## config.mk

```make
export PLATFORM = sky130hd
export DESIGN_NAME = qpsk_mapper
export DESIGN_NICKNAME = d
export VERILOG_FILES = /design/src/rtl/qpsk_mapper.sv
export SDC_FILE = /design/constraint.sdc
export NUM_CORES = 1
export LEC_CHECK = 0
export BUFFER_PORTS_ARGS = -buffer_cell sky130_fd_sc_hd__buf_2
export CORE_AREA = 4 4 42 44
export CTS_CLUSTER_DIAMETER = 30
export DETAILED_ROUTE_END_ITERATION = 7
export DIE_AREA = 0 0 46 48
export PLACE_DENSITY = 0.8
export REMOVE_ABC_BUFFERS = 1
export SETUP_SLACK_MARGIN = 0.3
export SYNTH_ARGS = -nofsm -noshare
export SYNTH_HDL_FRONTEND = slang
export SYNTH_SLANG_ARGS = --single-unit
```

## constraint.sdc

```tcl
create_clock -name clk -period 4.2 [get_ports clk]
set_input_delay 0.42 -clock clk [delete_from_list [all_inputs] [get_ports clk]]
set_output_delay 0.42 -clock clk [all_outputs]
set_load 0.02 [all_outputs]
```

## src/rtl/qpsk_mapper.sv

```systemverilog
// qpsk_mapper: Gray-coded QPSK symbol mapper with per-symbol sample hold.
// Consumes one dibit every SPS cycles while symbol_valid stays high and emits
// SPS identical I/Q samples per symbol. A burst ends cleanly when no symbol is
// waiting at a symbol boundary.
// Optional feature: define QPSK_DIFF_ENCODE_EN to accumulate the Gray index
// into the phase (differential encoding); the phase restarts at 0 per burst.
module qpsk_mapper #(
  parameter int SPS  = 8,
  parameter int IQ_W = 12,
  parameter int AMP  = 1448
) (
  input  logic                   clk,
  input  logic                   reset,
  input  logic [1:0]             symbol_data,
  input  logic                   symbol_valid,
  output logic                   mod_req,
  output logic signed [IQ_W-1:0] i_out,
  output logic signed [IQ_W-1:0] q_out,
  output logic                   sample_valid,
  output logic                   busy
);

  localparam int CNT_W = (SPS > 1) ? $clog2(SPS) : 1;
  localparam logic [CNT_W-1:0] CNT_LAST = CNT_W'(SPS - 1);
  localparam logic signed [IQ_W-1:0] AMP_POS = IQ_W'(AMP);
  localparam logic signed [IQ_W-1:0] AMP_NEG = -AMP_POS;

  typedef enum logic {IDLE, ACTIVE} state_t;

  state_t                 state_p1, state_nxt;
  logic [CNT_W-1:0]       sample_cnt, cnt_nxt;
  logic                   capture;
  logic [1:0]             p_nxt;
  logic signed [IQ_W-1:0] i_p1, q_p1, i_nxt, q_nxt;
  logic                   vld_p1, vld_nxt;
  logic                   req_p1, req_nxt;

  // Gray index of a dibit: adjacent constellation points differ by one bit.
  function automatic logic [1:0] gray_index(input logic [1:0] dibit);
    case (dibit)
      2'b00:   return 2'd0;
      2'b01:   return 2'd1;
      2'b11:   return 2'd2;
      default: return 2'd3;
    endcase
  endfunction

  // In-phase component: positive for phases 0 and 3.
  function automatic logic signed [IQ_W-1:0] map_i(input logic [1:0] p);
    return (p == 2'd0 || p == 2'd3) ? AMP_POS : AMP_NEG;
  endfunction

  // Quadrature component: positive for phases 0 and 1.
  function automatic logic signed [IQ_W-1:0] map_q(input logic [1:0] p);
    return (p == 2'd0 || p == 2'd1) ? AMP_POS : AMP_NEG;
  endfunction

`ifdef QPSK_DIFF_ENCODE_EN
  logic [1:0] p_p1;
  logic [1:0] p_base;

  // Phase accumulator restarts at 0 when a burst begins from IDLE.
  always_comb begin
    p_base = (state_p1 == IDLE) ? 2'd0 : p_p1;
    p_nxt  = p_base + gray_index(symbol_data);
  end

  // Phase accumulator register, advanced on every symbol capture.
  always_ff @(posedge clk or posedge reset) begin
    if (reset) begin
      p_p1 <= 2'd0;
    end else if (capture) begin
      p_p1 <= p_nxt;
    end
  end
`else
  // Phase is the Gray index of the symbol being captured; no stored state.
  always_comb begin
    p_nxt = gray_index(symbol_data);
  end
`endif

  // Next-state, sample counter and next output sample selection.
  always_comb begin
    state_nxt = state_p1;
    cnt_nxt   = sample_cnt;
    capture   = 1'b0;
    i_nxt     = i_p1;
    q_nxt     = q_p1;
    vld_nxt   = vld_p1;
    req_nxt   = 1'b0;
    case (state_p1)
      IDLE: begin
        if (symbol_valid) begin
          capture   = 1'b1;
          state_nxt = ACTIVE;
        end else begin
          i_nxt   = '0;
          q_nxt   = '0;
          vld_nxt = 1'b0;
        end
      end
      ACTIVE: begin
        if (sample_cnt != CNT_LAST) begin
          cnt_nxt = sample_cnt + CNT_W'(1);
        end else if (symbol_valid) begin
          capture = 1'b1;
        end else begin
          state_nxt = IDLE;
          cnt_nxt   = '0;
          i_nxt     = '0;
          q_nxt     = '0;
          vld_nxt   = 1'b0;
        end
      end
      default: begin
        state_nxt = IDLE;
        cnt_nxt   = '0;
      end
    endcase
    if (capture) begin
      cnt_nxt = '0;
      req_nxt = 1'b1;
      vld_nxt = 1'b1;
      i_nxt   = map_i(p_nxt);
      q_nxt   = map_q(p_nxt);
    end
  end

  // Control registers: FSM state and sample counter.
  always_ff @(posedge clk or posedge reset) begin
    if (reset) begin
      state_p1   <= IDLE;
      sample_cnt <= '0;
    end else begin
      state_p1   <= state_nxt;
      sample_cnt <= cnt_nxt;
    end
  end

  // Output stage: registered I/Q, valid and consume pulse; zeroed on reset.
  always_ff @(posedge clk or posedge reset) begin
    if (reset) begin
      i_p1   <= '0;
      q_p1   <= '0;
      vld_p1 <= 1'b0;
      req_p1 <= 1'b0;
    end else begin
      i_p1   <= i_nxt;
      q_p1   <= q_nxt;
      vld_p1 <= vld_nxt;
      req_p1 <= req_nxt;
    end
  end

  assign i_out        = i_p1;
  assign q_out        = q_p1;
  assign sample_valid = vld_p1;
  assign mod_req      = req_p1;
  assign busy         = (state_p1 == ACTIVE);

endmodule

```

## After elaboration in Yosys (flattened, before gate mapping)

Index checks and enable logic that the tools add are counted.

- Register bits: 30
- Bits of input ports: 5
- Word-level logic and storage cells: 46

- Muxes and demuxes: 25
- Reduce and logical (&&, ||, !) cells: 6
- Bitwise logic cells: 1
- Add/sub/neg operators: 1
- Eq/ne operators: 7

Operator list:

| operator | number |
|---|---|
| $mux W12 | 8 |
| $pmux W12 S2 | 2 |
| $mux W3 | 4 |
| $mux W1 | 7 |
| $ne A3 B3 Y1 const B | 2 |
| $pmux W1 S2 | 3 |
| $pmux W2 S3 | 1 |
| $eq A2 B1 Y1 const B | 2 |
| $eq A2 B2 Y1 const B | 2 |
| $logic_not A2 Y1 | 2 |
| $add A3 B1 Y3 const B | 1 |
| $ne A3 B1 Y1 const B | 1 |
| $logic_or A1 B1 Y1 | 2 |
| $reduce_and A2 Y1 | 1 |
| $reduce_bool A2 Y1 | 1 |
| $not A1 Y1 | 1 |

## Depth between registers and ports, before layout

- Depth after elaboration: 6
- Gate-level depth with buffers: 6
- Mapped depth without buffers: 6

## Least setup slack after synthesis

Ideal clock, no wire load.

- Kind: flip-flop to flip-flop
- Start point: register sample_cnt[0]
- End point: register i_p1[10] (netlist: i_out[10])
- Arrival: 1,291 ps
- Required time: 4,079 ps
- Clock period less this slack: 1,412 ps
- Setup slack: 2,788 ps
- Cell stages (with the launch flop): 7
- Path through: dfrtp_1 -> ha_1 -> ha_1 -> nand2b_2 -> nand2_1 -> inv_1 -> a22o_2

- Longest elaborated chain between the ends: 4
- Elaborated cells between the ends (all ways): 5

Ends and longest elaborated chain:

| item | RTL line | RTL |
|---|---|---|
| start: declaration | 31 | `logic [CNT_W-1:0] sample_cnt, cnt_nxt;` |
| start signal: assignment | 137 | `sample_cnt <= cnt_nxt;` |
| $ne A3 B3 Y1 (*) | 104 | `if (sample_cnt != CNT_LAST) begin` |
| $mux W1 (*) | 104 |  |
| $pmux W1 S2 (*) | 92 | `case (state_p1)` |
| net capture | 32 | `logic capture;` |
| $ne A3 B3 Y1 (no source line) or $mux W12 (tied branches) | - |  |
| end signal: assignment | 149 | `i_p1 <= i_nxt;` |
| end: declaration | 34 | `logic signed [IQ_W-1:0] i_p1, q_p1, i_nxt, q_nxt;` |

Mark *: on every way through the listed nets, which the timed path passes. The rest lies on a longest branch.
A chain may end at the register's enable or synchronous reset.

## Worst setup path after layout

Same ends and word-level chain as after synthesis.

==> results.toml <==
[power]
clock_power_share_pct = 12.4
vdd_drop_max_uv = 270
power-per-cell-area_nw_per_um2 = 839
switching_share_pct = 48.1
switchingPower_uw = 274
power_leakage_nw = 0.411
p_seq_share_pct = 33.1
internal_power_uw = 296
pwr-share-comb_pct = 54.5
power_uw = 570

[route]
drc_errors = 0
firstDrtPassIters = 2
drt_wl_total_mm = 1.09
wl_per_cell_um = 11.3
viasPerCell = 4.42
ant_nets = 0
drt_iter0_markers = 12
num_vias = 424

[clock_tree]
cts-root-buf = "clkbuf_4"
cts_sinks = 11
htreeDepth = 1
cts_resized = 0
ctsHoldBuffers = 0
cts_buffers = 3
insertion_delay_ns = 0.26
cts_buffer_depth = 2
post_cts_buffers = 0
cts_tree = "done"
clk_pin_slew_ns = 0.07

[global_routing]
grt_max_degree = 12
grt_usage_pct = 11.2
grt_overflow_total = 0
antenna_found_initial = 0
grt_pass1_wl_mm = 1.73
grt_pass1_vias = 402

[critical_path]
start_kind = "flop"
crit_path_end_kind = "flop"
crit_chain = "ha_1 -> ha_1 -> nand2b_2 -> nand2_1 -> inv_1 -> a22o_2"
crit_top_cell = "ha_1"
slowest_stage = "dfrtp_1"
crit_path_max_incr_delay_ns = 0.40
required_ns = 4.35
worst-setup-path-type = "reg -> reg"
worst-path-max-fanout = 4
worst_ep_arrival_time_ns = 1.70

[placement]
place_area_um2 = 653
dp_cells = 92
dp.final_hpwl_um = 905
gp_congestion = 0.726
io_buffers = 25
dp_slack_ns = 2.68

[sta]
fin_skew_ns = 0.00117
finalHoldViolations = 0
grt_setup_unrepaired = "no"
timing.final.crit_share_pct = 36.7
slew_viol_final = 0
fin_ws_ns = 2.66
final-setup-viol-count = 0
hold_ws_ns = 0.135
tns_ns = 0
min_period_ns = 1.54
fmax_mhz = 649

[finish]
layout_common_cells = "25 x buf_2, 11 x nand2_1, 11 x dfrtp_1"
drive_gt1_share_pct = 40.0
nets = 90
layout_commonest_cell = "buf_2"
fin_util_pct = 47.3
layoutNonFillerInstCount = 96
syn2layout_area_growth_pct = 5.64
num_antenna_cells = 0
fin_area_um2 = 679

[floorplanning]
dieWidth_um = 46
io-pin-count = 32
rows = 14
die-area_um2 = 2210
fp.dieH_um = 48
start_util_pct = 44.8
coreArea_um2 = 1440

[logic_synthesis]
synth_cell_types = 18
synth.cell_area_um2 = 643
ys_seq_area_share_pct = 42.8
synthTopCellsByArea = "dfrtp_1 43%, buf_4 22%, ha_1 7.8%"
synth_top_area_share_pct = 42.8
ys_warn_count = 0
syn_area_per_cell_um2 = 9.74
synth_area_leader_cell = "dfrtp_1"
synthCells = 66
ys_seq_elements = 11

[outcome]
status = "complete, no violations"

[worst_hold_path]
hold_class = "in -> async"

[run]
cap_violations = 0
## critical path: cells and delay by family, from the launching register on
| family | cells | cell delay (ns) |
|---|---|---|
| fa+ha+maj | 2 | 0.42 |
| compound gates | 1 | 0.20 |
| buf+inv | 1 | 0.07 |
| simple gates | 2 | 0.34 |
| flops | 1 | 0.40 |
## logic make-up (layout without fill, tap and decap cells)
family | after synthesis | count (layout) | share of synthesized area, %
and+or+nand+nor | 19 | 19 | 14.2
DFF | 11 | 11 | 42.8
adders and majority gates | 4 | 4 | 7.78
other | 1 | 6 | 0.583
buffers and inverters | 23 | 32 | 25.7
xor gates and xnor gates | 1 | 1 | 1.36
muxes | 1 | 1 | 1.56
AOI/OAI and AO/OA | 6 | 6 | 6.03
## metal layers
metal	vias up	GRT usage (%)	wire [um]
li1	211	-	-
met4	0	1.70	0
met3	0	4.51	102
met1	198	10.5	387
met5	-	0	0
met2	15	22.8	598
## synthesized netlist by cell type
cell type  number
nand2_1        11
nor2_1          1
a22o_1          1
and2b_1         1
buf_6           1
dfrtp_1        11
nand2b_1        2
nand3_1         1
ha_1            4
nor2_2          2
conb_1          1
mux2i_1         1
a22o_2          1
xnor2_1         1
buf_4          19
inv_1           3
nand2b_2        1
o21ai_0         4
## final cells by class
cell class                      count  area [um2]
Multi-Input combinational cell     37         221
Inverter                            3        11.3
Sequential cell                    11         275
Clock buffer                        4        26.3
Fill cell                         150         757
Tap cell                           16        20.0
Timing Repair Buffer               25         125
## flip-flops by register name, indices dropped and copies added, names as in the netlist
signal and count:
i_out 2, mod_req 1, busy 1, sample_cnt 3, q_out 3, sample_valid 1
## path summary, 6_finish.rpt
kind	from	to	slack, ns	cells past startpoint
setup / recovery	sample_cnt[0]$_DFFE_PP0P_	i_out[10]$_DFFE_PP0P_	2.66	6
hold / removal	reset	sample_valid$_DFFE_PP0P_	0.13	2
setup reg to reg	sample_cnt[0]$_DFFE_PP0P_	i_out[10]$_DFFE_PP0P_	2.66	6
hold reg to reg	sample_valid$_DFFE_PP0P_	sample_valid$_DFFE_PP0P_	0.49	2
max in group asynchronous	reset	q_out[10]$_DFFE_PP0P_	3.77	2
min in group clk	symbol_valid	busy$_DFF_PP0_	0.44	2
## power groups by stage
stage | Sequential [mW] | Clock, mW | Combinational, mW
2_1_floorplan | 0.289 | 0 | 0.104
3_3_place_gp | 0.187 | 0 | 0.303
3_5_place_dp | 0.190 | 0 | 0.316
4_1_cts | 0.190 | 0.0744 | 0.316
5_1_grt | 0.198 | 0.0797 | 0.339
6_report | 0.189 | 0.0704 | 0.311
No activity file was read; power rests on OpenSTA's default activity.
